[src/rtl/clock_pkg.sv]
// rtl/clock_pkg.sv - shared status, tuning-field and key codes for the clock datapath
package clock_pkg;

    // System state codes; every code not listed here is a run state.
    localparam logic [2:0] S_TUNESEL     = 3'd2;
    localparam logic [2:0] S_TUNING      = 3'd3;
    localparam logic [2:0] S_TUNEALARM   = 3'd4;
    localparam logic [2:0] S_ALARMTUNING = 3'd5;

    // Field selected for editing by the tuning-field selector.
    typedef enum logic [1:0] {
        T_NONE   = 2'd0,
        T_SECOND = 2'd1,
        T_MINUTE = 2'd2,
        T_HOUR   = 2'd3
    } tune_field_e;

    // Debounced key-release patterns.
    localparam logic [3:0] MV_LEFT  = 4'b1000;
    localparam logic [3:0] MV_RIGHT = 4'b0001;
    localparam logic [3:0] KEY_INC  = 4'b0100;
    localparam logic [3:0] KEY_DEC  = 4'b0010;

endpackage

[src/rtl/mod_counter.sv]
// rtl/mod_counter.sv - modulo counter with edit inc/dec and a tick carry chain
module mod_counter #(
    parameter int          MOD     = 60,
    parameter int          W       = 6,
    parameter logic [W-1:0] RST_VAL = '0
) (
    input  logic         clk,
    input  logic         rst_n,
    input  logic         inc,
    input  logic         dec,
    input  logic         carry_in,
    output logic [W-1:0] value,
    output logic [W-1:0] nxt,
    output logic         carry_out
);

    localparam logic [W-1:0] TOP = W'(MOD - 1);

    logic in_range;
    assign in_range = (value <= TOP);

    // Next value: edits wrap in place without carry; the tick path carries out on MOD-1 -> 0.
    always_comb begin
        nxt       = value;
        carry_out = 1'b0;
        if (!in_range) begin
            if (inc || dec || carry_in) begin
                nxt = '0;
            end
        end else if (inc) begin
            nxt = (value == TOP) ? '0 : value + 1'b1;
        end else if (dec) begin
            nxt = (value == '0) ? TOP : value - 1'b1;
        end else if (carry_in) begin
            if (value == TOP) begin
                nxt       = '0;
                carry_out = 1'b1;
            end else begin
                nxt = value + 1'b1;
            end
        end
    end

    // Value register.
    always_ff @(posedge clk or negedge rst_n) begin
        if (!rst_n) begin
            value <= RST_VAL;
        end else begin
            value <= nxt;
        end
    end

endmodule

[src/rtl/time_tune_engine.sv]
// rtl/time_tune_engine.sv - wall-clock and alarm registers with tick advance, field edits and alarm match
module time_tune_engine
    import clock_pkg::*;
#(
    parameter int ALARM_RST_H = 7,
    parameter int ALARM_RST_M = 0
) (
    input  logic       clk,
    input  logic       rst_n,
    input  logic       sec_tick,
    input  logic [3:0] neg_keys_filtered,
    input  logic [2:0] sys_status,
    input  logic [1:0] tune_status,
    input  logic       alarm_en,
    output logic [4:0] time_h,
    output logic [5:0] time_m,
    output logic [5:0] time_s,
    output logic [4:0] alarm_h,
    output logic [5:0] alarm_m,
    output logic [5:0] alarm_s,
    output logic       alarm_hit,
    output logic       tick_restart
);

    logic       frozen;
    logic       tick_en;
    logic       key_inc;
    logic       key_dec;
    logic       time_edit;
    logic       alarm_edit;
    logic [2:0] field_sel;
    logic [2:0] t_inc;
    logic [2:0] t_dec;
    logic [2:0] a_inc;
    logic [2:0] a_dec;
    logic [2:0] prev_status;

    logic [4:0] nxt_time_h;
    logic [5:0] nxt_time_m;
    logic [5:0] nxt_time_s;
    logic [4:0] nxt_alarm_h;
    logic [5:0] nxt_alarm_m;
    logic [5:0] nxt_alarm_s;
    logic       s_carry;
    logic       m_carry;
    logic       h_carry;
    logic       as_carry;
    logic       am_carry;
    logic       ah_carry;
    logic       unused_carries;

    // Ticks are dropped, not queued, while time is being selected or edited.
    assign frozen     = (sys_status == S_TUNESEL) || (sys_status == S_TUNING);
    assign tick_en    = sec_tick && !frozen;
    assign key_inc    = (neg_keys_filtered == KEY_INC);
    assign key_dec    = (neg_keys_filtered == KEY_DEC);
    assign time_edit  = (sys_status == S_TUNING);
    assign alarm_edit = (sys_status == S_ALARMTUNING);

    // One-hot field select, bit 0 seconds, bit 1 minutes, bit 2 hours.
    always_comb begin
        field_sel = 3'b000;
        case (tune_status)
            T_SECOND: field_sel = 3'b001;
            T_MINUTE: field_sel = 3'b010;
            T_HOUR:   field_sel = 3'b100;
            default:  field_sel = 3'b000;
        endcase
    end

    assign t_inc = {3{time_edit  && key_inc}} & field_sel;
    assign t_dec = {3{time_edit  && key_dec}} & field_sel;
    assign a_inc = {3{alarm_edit && key_inc}} & field_sel;
    assign a_dec = {3{alarm_edit && key_dec}} & field_sel;

    mod_counter #(.MOD(60), .W(6), .RST_VAL(6'd0)) u_time_s (
        .clk       (clk),
        .rst_n     (rst_n),
        .inc       (t_inc[0]),
        .dec       (t_dec[0]),
        .carry_in  (tick_en),
        .value     (time_s),
        .nxt       (nxt_time_s),
        .carry_out (s_carry)
    );

    mod_counter #(.MOD(60), .W(6), .RST_VAL(6'd0)) u_time_m (
        .clk       (clk),
        .rst_n     (rst_n),
        .inc       (t_inc[1]),
        .dec       (t_dec[1]),
        .carry_in  (s_carry),
        .value     (time_m),
        .nxt       (nxt_time_m),
        .carry_out (m_carry)
    );

    mod_counter #(.MOD(24), .W(5), .RST_VAL(5'd0)) u_time_h (
        .clk       (clk),
        .rst_n     (rst_n),
        .inc       (t_inc[2]),
        .dec       (t_dec[2]),
        .carry_in  (m_carry),
        .value     (time_h),
        .nxt       (nxt_time_h),
        .carry_out (h_carry)
    );

    mod_counter #(.MOD(60), .W(6), .RST_VAL(6'd0)) u_alarm_s (
        .clk       (clk),
        .rst_n     (rst_n),
        .inc       (a_inc[0]),
        .dec       (a_dec[0]),
        .carry_in  (1'b0),
        .value     (alarm_s),
        .nxt       (nxt_alarm_s),
        .carry_out (as_carry)
    );

    mod_counter #(.MOD(60), .W(6), .RST_VAL(6'(ALARM_RST_M))) u_alarm_m (
        .clk       (clk),
        .rst_n     (rst_n),
        .inc       (a_inc[1]),
        .dec       (a_dec[1]),
        .carry_in  (1'b0),
        .value     (alarm_m),
        .nxt       (nxt_alarm_m),
        .carry_out (am_carry)
    );

    mod_counter #(.MOD(24), .W(5), .RST_VAL(5'(ALARM_RST_H))) u_alarm_h (
        .clk       (clk),
        .rst_n     (rst_n),
        .inc       (a_inc[2]),
        .dec       (a_dec[2]),
        .carry_in  (1'b0),
        .value     (alarm_h),
        .nxt       (nxt_alarm_h),
        .carry_out (ah_carry)
    );

    // Alarm registers never tick and the hour carry wraps the day silently.
    assign unused_carries = ^{h_carry, as_carry, am_carry, ah_carry};

    // Alarm match on the post-advance time; edits alone never reach this path.
    always_ff @(posedge clk or negedge rst_n) begin
        if (!rst_n) begin
            alarm_hit <= 1'b0;
        end else begin
            alarm_hit <= tick_en && alarm_en &&
                         ({nxt_time_h, nxt_time_m, nxt_time_s} ==
                          {nxt_alarm_h, nxt_alarm_m, nxt_alarm_s});
        end
    end

    // Leaving time edit (except back to field select) restarts the prescaler's second boundary.
    always_ff @(posedge clk or negedge rst_n) begin
        if (!rst_n) begin
            prev_status  <= 3'd0;
            tick_restart <= 1'b0;
        end else begin
            prev_status  <= sys_status;
            tick_restart <= (prev_status == S_TUNING) &&
                            (sys_status != S_TUNING) &&
                            (sys_status != S_TUNESEL);
        end
    end

endmodule

[config.mk]
export PLATFORM = sky130hd
export DESIGN_NAME = time_tune_engine
export DESIGN_NICKNAME = d
export VERILOG_FILES = /design/src/rtl/clock_pkg.sv /design/src/rtl/mod_counter.sv /design/src/rtl/time_tune_engine.sv
export SDC_FILE = /design/constraint.sdc
export NUM_CORES = 1
export LEC_CHECK = 0
export ABC_AREA = 1
export CAP_MARGIN = 20
export CORE_MARGIN = 10
export CORE_UTILIZATION = 45
export DETAILED_ROUTE_END_ITERATION = 8
export PLACE_DENSITY = 0.78
export SETUP_SLACK_MARGIN = 0.1
export SLEW_MARGIN = 20
export SYNTH_ARGS = -nofsm -noshare
export SYNTH_HDL_FRONTEND = slang
export SYNTH_SLANG_ARGS = --single-unit
export TNS_END_PERCENT = 10
[constraint.sdc]
create_clock -name clk -period 2.75 [get_ports clk]
set_input_delay 0.6875 -clock clk [delete_from_list [all_inputs] [get_ports clk]]
set_output_delay 0.6875 -clock clk [all_outputs]
set_load 0.005 [all_outputs]
== After elaboration in Yosys (flattened, before gate mapping) ==
Index checks and enable logic that the tools add are counted.
Word-level totals
  register bits: 39
  input port bits: 13
  output and inout port bits: 36
  word-level logic and storage cells: 125
Operators by class
  $add $sub $neg: 12
  $lt $le $gt $ge: 6
  equality and inequality tests: 18
  muxes and demuxes: 50
  bitwise logic cells: 4
  reduce and logical (&&, ||, !) cells: 26
Operator list (number)
  $mux 6: 26
  $mux 5: 13
  $add 6x1->6 const B: 4
  $eq 6x6->1 const B: 4
  $le 6x6->1 const B: 4
  $logic_not 6->1: 4
  $sub 6x1->6 const B: 4
  $eq 17x17->1: 1
  $and 3x3->3: 4
  $add 5x1->5 const B: 2
  $eq 5x5->1 const B: 2
  $le 5x5->1 const B: 2
  $logic_not 5->1: 2
  $logic_or 1x1->1: 10
  $mux 1: 10
  $sub 5x1->5 const B: 2
  $eq 3x2->1 const B: 3
  $logic_and 1x1->1: 9
  $pmux 3 s3: 1
  $ne 3x2->1 const B: 2
  $eq 2x2->1 const B: 2
  $eq 4x2->1 const B: 1
  $eq 4x3->1 const B: 1
  $eq 3x3->1 const B: 1
  2 further kinds: 2

== Logic depth before layout (Yosys ltp) ==
Gate-level depths: netlist (run 1).
  depth after elaboration: 18
  gate-level depth with buffers: 19
  gate-level depth less buffers: 19

== Modules after synthesis ==
Synthesis (run 1) repeated with hierarchy kept, for this count alone.
Unflattened totals
  cell total of the unflattened synthesis: 676
  area total of the unflattened synthesis: 4182.8 µm²
Modules (own cells, without submodules)
  mod_counter (u_alarm_m ...): instances 4, cells each 93, area an instance 605.6 µm², sequential area each 150.1 µm²
  time_tune_engine: instances 1, cells each 124, area an instance 625.6 µm², sequential area each 125.1 µm²
  mod_counter (u_alarm_h): instances 1, cells each 90, area an instance 569.3 µm², sequential area each 128.9 µm²
  mod_counter (u_time_h): instances 1, cells each 90, area an instance 565.5 µm², sequential area each 125.1 µm²

== Worst setup path after synthesis (run 1) ==
Ideal clock, no wire load.
  path kind: input to register
  from: input port neg_keys_filtered[3]
  to: register alarm_hit
  setup time: 0.071 ns
  arrival: 2.049 ns
  required time: 2.679 ns
  setup slack: 0.630 ns
  stages on the path: 18
  buffers on the path: 1
  cell sequence: inv_1 nand2_1 nor2_4 nand3_1 buf_4 nand2_1 o21ai_1 nand2_1 nand2_1 nand2_1 nand2_1 nand2_1 nand2_1 nor2_1 nand2_1 nor2_1 nand2_1 nor2_1
On the way
  longest elaborated chain between the ends: 16
  elaborated cells between the ends (all ways): 54
  those cells by class: 3 x eq/ne; 33 x mux; 4 x bitwise; 14 x reduce/logical
RTL lines
  start: declaration: line time_tune_engine.sv:11  | input logic [3:0] neg_keys_filtered,
  $eq 4x2->1: line time_tune_engine.sv:56  | assign key_dec = (neg_keys_filtered == KEY_DEC);
  $logic_and 1x1->1: line time_tune_engine.sv:72  | assign t_dec = {3{time_edit && key_dec}} & field_sel;
  $and 3x3->3: line time_tune_engine.sv:72
  $mux 1: line mod_counter.sv:32  | end else if (dec) begin
  $mux 1: line mod_counter.sv:30  | end else if (inc) begin
  $mux 1: line mod_counter.sv:26  | if (!in_range) begin
  $mux 1: line mod_counter.sv:34  | end else if (carry_in) begin
  $mux 1: line mod_counter.sv:32
  $mux 1: line mod_counter.sv:30
  $mux 1: line mod_counter.sv:26
  $mux 5: line mod_counter.sv:34
  $mux 5: line mod_counter.sv:32
  $mux 5: line mod_counter.sv:30
  $mux 5: line mod_counter.sv:26
  $eq 17x17->1 (*): line time_tune_engine.sv:151  | ({nxt_time_h, nxt_time_m, nxt_time_s} ==
  $logic_and 1x1->1 (*): line time_tune_engine.sv:150  | alarm_hit <= tick_en && alarm_en &&
  end signal: assignment: line time_tune_engine.sv:150
  end: declaration: line time_tune_engine.sv:21  | output logic alarm_hit,
Every way passes the cells marked *; elsewhere a longest branch is shown, timed or not.

== Worst setup path after layout (run 1) ==
  from: input port sys_status[1]
  to: register alarm_hit
On the way
  longest elaborated chain between the ends: 18
  elaborated cells between the ends (all ways): 61
  those cells by class: 4 x eq/ne; 35 x mux; 4 x bitwise; 18 x reduce/logical
RTL lines
  start: declaration: line time_tune_engine.sv:12  | input logic [2:0] sys_status,
  $eq 3x2->1 (on tied branches): line time_tune_engine.sv:53, time_tune_engine.sv:57
  $logic_or 1x1->1: line time_tune_engine.sv:53  | assign frozen = (sys_status == S_TUNESEL) || (sys_status == S_TUNING);
  $logic_not 1->1: line time_tune_engine.sv:54  | assign tick_en = sec_tick && !frozen;
  $logic_and 1x1->1: line time_tune_engine.sv:54
  $mux 1: line mod_counter.sv:34
  $mux 1: line mod_counter.sv:32
  $mux 1: line mod_counter.sv:30
  $mux 1: line mod_counter.sv:26
  [2 not listed]
  $mux 1: line mod_counter.sv:30
  $mux 1: line mod_counter.sv:26
  $mux 5: line mod_counter.sv:34
  $mux 5: line mod_counter.sv:32
  $mux 5: line mod_counter.sv:30
  $mux 5: line mod_counter.sv:26
  $eq 17x17->1: line time_tune_engine.sv:151
  $logic_and 1x1->1 (*): line time_tune_engine.sv:150
Marked as above.

==> impl_metrics.json, run 1 <==
{
  "crit_start": "sys_status[1]",
  "slew_violations": 0,
  "ys_types": 32,
  "setup_ws_ns": 0.366,
  "worst_slew_pin_slew_ns": 0.958,
  "track_usage": 0.176,
  "synth.net_count": 793,
  "crit_required_ns": 2.99,
  "fin_crit_ns": 2.38,
  "dp_cells": 994,
  "final_common_cell": "nand2_1",
  "max_clock_freq_mhz": 420,
  "outcome": "completed",
  "cts-root-buf": "clkbuf_8",
  "drtAntennaViolNets": 0,
  "r2r_cells": 15,
  "syn-instance-count": 764,
  "final_cell_mix": "nand2_1, inv_1, nand3_1, nor2_1, buf_4",
  "htreeDepth": 2,
  "grt_pass1_wl_mm": 21.7,
  "routed_wl_mm": 13.5,
  "initial_core_util": 0.458,
  "fin_worst_skew_ns": 0.00688,
  "crit_path_end_kind": "flip-flop",
  "insertedDiodeCount": 0,
  "pwr_density_cell_nw_per_um2": 517,
  "final_hold_viol_count": 0,
  "ys_seq_area_frac": 0.220,
  "dpl.hpwl_mm": 10.0,
  "crit_path_start_kind": "input port",
  "grt_start_max_net_pins": 40,
  "worstHoldPathType": "reg2reg",
  "vdd_drop_max_mv": 0.418,
  "clock_path_buffers": 2,
  "utilization": 0.598,
  "drt_pass1_iterations": 5,
  "via_count": 5289,
  "max-cap-violations": 0,
  "antenna_found_initial": 0,
  "synth.area.top_cells": "nand2_1, dfrtp_1, nand3_1",
  "io_pins": 49,
  "cts_buffers": 5,
  "clkTransAtPathRegs_ns": 0.09,
  "clk_latency_ns": 0.30,
  "die_w_um": 120,
  "drt_iter0_drc": 445,
  "p_leak_uw": 0.00323,
  "synth_area_per_cell_um2": 5.83,
  "r2r_slack_ns": 0.42,
  "critical_path_arrival_ns": 2.62,
  "via_per_inst": 5.22,
  "fin_crit_sh": 0.867,
  "ys_warn_count": 0,
  "timing.slew.headroom": 0.362,
  "clock_sinks": 39,
  "stdcell_count": 1013,
  "rows": 36,
  "syn_area_um2": 4460,
  "grt_pass1_vias": 4711,
  "rsz0062_at_grt": "no",
  "die_y_um": 120,
  "drc_errors": 0,
  "nFillCells": 924,
  "area_growth_pct": 30.6,
  "yosysTopAreaCellShare": 0.222,
  "port_buffers": 48,
  "globalplace.congestion": 0.992,
  "worstHoldEndpoint": "tick_restart",
  "whs_path_depth": 1,
  "crit_fanout": 4,
  "nets": 908,
  "critPathKind": "in2reg",
  "dieArea_um2": 14300,
  "r2r_end": "alarm_hit",
  "synth_seq_cells": 39,
  "cts_tree": "yes",
  "pre_cts_ws_ns": -0.209,
  "gr-total-overflow": 0,
  "netlist.top_cell.by_area": "nand2_1",
  "drive_above_1_share": 0.181,
  "r2r_start": "u_time_s.value[0]",
  "setup_viol_count_final": 0,
  "wl_per_cell_um": 13.3,
  "hp-start": "prev_status[2]",
  "core_area_um2": 9730
}
-- power by group --
group	internal, uW	switching [uW]
clock	177	241
sequential	683	202
combinational	740	964
total	1600	1410
-- critical path, stage by stage --
cell and delay, ns:
dlygate4sd2_1 0.30, nand2_1 0.12, nor2_4 0.15, buf_4 0.15
buf_4 0.10, nand4_1 0.13, nand2_1 0.09, inv_1 0.04
nand2_1 0.07, nand2_1 0.08, nand2_1 0.08, nand3b_1 0.10
nor2_2 0.15, nand3_1 0.09, nor2_1 0.11, nand2_1 0.07
nor2_2 0.09
-- metrics by stage --
stage	TNS (ns)	hold WS (ns)	total power (uW)	instance area, um^2
floorplan	0	0.382	1880	4460
global placement	-0.220	0.393	2520	5480
detailed placement	-0.209	0.395	2530	5480
CTS	0	0.413	2960	5580
global route	0	0.415	3290	5820
finish	0	0.408	3010	5820
-- logic make-up (layout without fill, tap and decap cells) --
family,after synthesis,in the layout,share of synthesized area
flops,39,39,0.220
fa+ha+maj,16,16,0.0449
xor+xnor,12,12,0.0236
buf+inv,125,239,0.114
compound gates,78,78,0.0944
simple gates,494,496,0.503
-- state kept, by name, summed over array words and instances (netlist names) --
register         flops
u_time_m.value       6
u_alarm_m.value      6
u_time_s.value       6
u_time_h.value       5
u_alarm_h.value      5
u_alarm_s.value      6
tick_restart         1
prev_status          3
alarm_hit            1
-- worst max path at each step --
stage               slack, ns        end  cells after the start
floorplan                0.63  alarm_hit                     18
global route             0.14  alarm_hit                     17
global placement        -0.22  alarm_hit                     16
detailed placement      -0.21  alarm_hit                     16
CTS                      0.10  alarm_hit                     15
finish                   0.37  alarm_hit                     17
-- per-layer routing --
metal / GRT usage / vias to the layer above / wire length [um] / share of wire
li1: - / 2661 / - / -
met1: 0.223 / 2401 / 5750 / 0.43
met2: 0.300 / 202 / 6580 / 0.49
met3: 0.0286 / 25 / 902 / 0.067
met4: 0.0498 / 0 / 260 / 0.019
met5: 0 / - / 0 / 0
-- what timing repair did --
action	CTS	global route
setup buffers	2	7
resized for setup	2	47
cloned	0	2
endpoints found under the setup margin	1	1
hold buffers	0	0
pin swaps	1	11
hold endpoints to repair	0	0
-- cell type report --
class                      count  area, um^2  area share
sequential                    39         981       0.169
multi-input combinational    602        3090       0.531
timing repair buffer         120        1070       0.184
clock buffer                   5        68.8      0.0118
clock inverter                 3        20.0     0.00344
tap                          133         166      0.0286
inverter                     111         422      0.0725
-- synth_stat cells (all sizes together) --
library cell,count
nand2,275
nand4,21
and2,1
xnor2,1
dfstp,3
xor2,11
nor3b,2
inv,110
nor3,3
o21ai,51
or2,1
clkbuf,1
dfrtp,36
nor2,97
a21oi,24
buf,13
ha,16
clkinv,1
nand3b,4
a31oi,3
nand3,90
Note: power is estimated with default switching activity, not from simulation.
==> run 2, diff against run 1 <==
--- a/config.mk
+++ b/config.mk
@@ -6,7 +6,7 @@
 export NUM_CORES = 1
 export LEC_CHECK = 0
 export ABC_AREA = 1
-export CAP_MARGIN = 20
+export CORE_ASPECT_RATIO = 0.9
 export CORE_MARGIN = 10
 export CORE_UTILIZATION = 45
 export DETAILED_ROUTE_END_ITERATION = 8
==> impl_metrics.json, run 2 (synthesis results as in run 1) <==
{
  "drt_pass1_iterations": 6,
  "crit_path_end_kind": "flip-flop",
  "stdcell_area_um2": 5690,
  "crit_required_ns": 2.99,
  "rows": 34,
  "crit_path_frequent_cell": "nand2_1",
  "final_hold_viol_count": 0,
  "utilization": 0.590,
  "core_area_um2": 9660,
  "critPathKind": "in2reg",
  "via_per_inst": 5.12,
  "htreeDepth": 2,
  "setup_viol_count_final": 0,
  "max_clock_freq_mhz": 400,
  "port_buffers": 48,
  "drt_iter0_drc": 506,
  "worstHoldPathType": "reg2reg",
  "cts_buffers": 5,
  "pre_cts_ws_ns": -0.178,
  "routed_wl_mm": 12.7,
  "cts-root-buf": "clkbuf_8",
  "slew_violations": 0,
  "critical_path_arrival_ns": 2.74,
  "outcome": "completed",
  "cts_hold_buf": 0,
  "area_growth_pct": 27.8,
  "clock_path_buffers": 2,
  "dp_cells": 985,
  "crit_path_start_kind": "input port",
  "dpl.hpwl_mm": 9.79,
  "max-cap-violations": 0,
  "timing.critical_path.slowest_cell_delay_ns": 0.54,
  "clk_latency_ns": 0.30,
  "setup_ws_ns": 0.251,
  "fin_crit_ns": 2.50,
  "initial_core_util": 0.461,
  "p_leak_uw": 0.00320,
  "final_cell_mix": "nand2_1, inv_1, nand3_1, nor2_1, buf_4",
  "cp_num_buf_inv": 4,
  "stdcell_count": 996,
  "slowest_stage": "clkdlybuf4s50_1",
  "fin_setup_tns_ns": 0,
  "cp_top_family": "simple AND/OR/NAND/NOR gates",
  "gr-total-overflow": 0,
  "pwr_density_cell_nw_per_um2": 549,
  "drtAntennaViolNets": 0,
  "whs_path_depth": 1,
  "grt_start_max_net_pins": 40,
  "grt_pass1_wl_mm": 21.4,
  "r2r_cells": 15,
  "fin_crit_sh": 0.909,
  "drive_above_1_share": 0.161,
  "vdd_drop_max_mv": 0.294,
  "antenna_found_initial": 0,
  "wl_per_cell_um": 12.7,
  "final_common_cell": "nand2_1",
  "die_y_um": 114,
  "timing.slew.headroom": 0.398,
  "dieArea_um2": 14300,
  "crit_fanout": 6,
  "via_count": 5102,
  "fin_worst_skew_ns": 0.0143,
  "clock_sinks": 39,
  "io_pins": 49,
  "grt_pass1_vias": 4543,
  "cts_tree": "yes",
  "insertedDiodeCount": 0,
  "globalplace.congestion": 0.966,
  "track_usage": 0.173,
  "path_depth": 16,
  "die_w_um": 125,
  "clkTransAtPathRegs_ns": 0.09,
  "rsz0062_at_grt": "no",
  "drc_errors": 0,
  "worst_slew_pin_slew_ns": 0.903,
  "nets": 898,
  "crit_chain": "clkdlybuf4s50_1 > inv_2 > nor2_4 > buf_4 > nand2_4 > nand2_4 > o21ai_0 > nand2_1 > inv_1 > nand2_1 > nand2_1 > nor2_1 > nand3_1 > nor2_1 > nand2_1 > nor2_1",
  "place_area_um2": 5470
}
==> run 2: per-stage QoR <==
step	hold WS [ns]	total power (uW)
floorplan	0.382	1880
global placement	0.396	2560
detailed placement	0.395	2570
CTS	0.402	3090
global route	0.447	3410
finish	0.408	3130
==> run 2: final timing paths <==
path	start	end	slack [ns]
setup / recovery	tune_status[1]	alarm_hit	0.25
hold / removal	prev_status[2]	tick_restart	0.41
setup reg to reg	u_time_s.value[0]	alarm_hit	0.45
hold reg to reg	prev_status[2]	tick_restart	0.41
max in group asynchronous	rst_n	u_time_s.value[1]	1.66
min in group asynchronous	rst_n	u_time_h.value[2]	0.51
==> run 2: per-layer routing <==
| metal | global-route usage | share of wire | routed length, um | up-vias |
|---|---|---|---|---|
| met5 | 0 | 0 | 0 | - |
| met4 | 0.0521 | 0.025 | 311 | 0 |
| met3 | 0.0218 | 0.057 | 716 | 25 |
| met2 | 0.267 | 0.43 | 5410 | 152 |
| met1 | 0.244 | 0.49 | 6230 | 2286 |
| li1 | - | - | - | 2639 |
==> run 2: cell type report <==
class	count	area, um^2
well taps	126	158
multi-input cells	601	3030
repair buffers	111	990
inverters	111	419
clock buffers	6	82.6
fillers	907	3960
clock inverters	2	35.0
flip-flops and latches	39	980
==> run 2: report_power, final <==
group	switching (uW)	internal, uW	total, uW
sequential	177	683	859
combinational	986	765	1750
clock	221	294	515
total	1380	1740	3130
==> run 2: repair_timing <==
action | 4_1_cts | 5_1_grt
gates resized for setup | 0 | 29
setup buffers | 0 | 1
setup endpoints to repair | 0 | 2
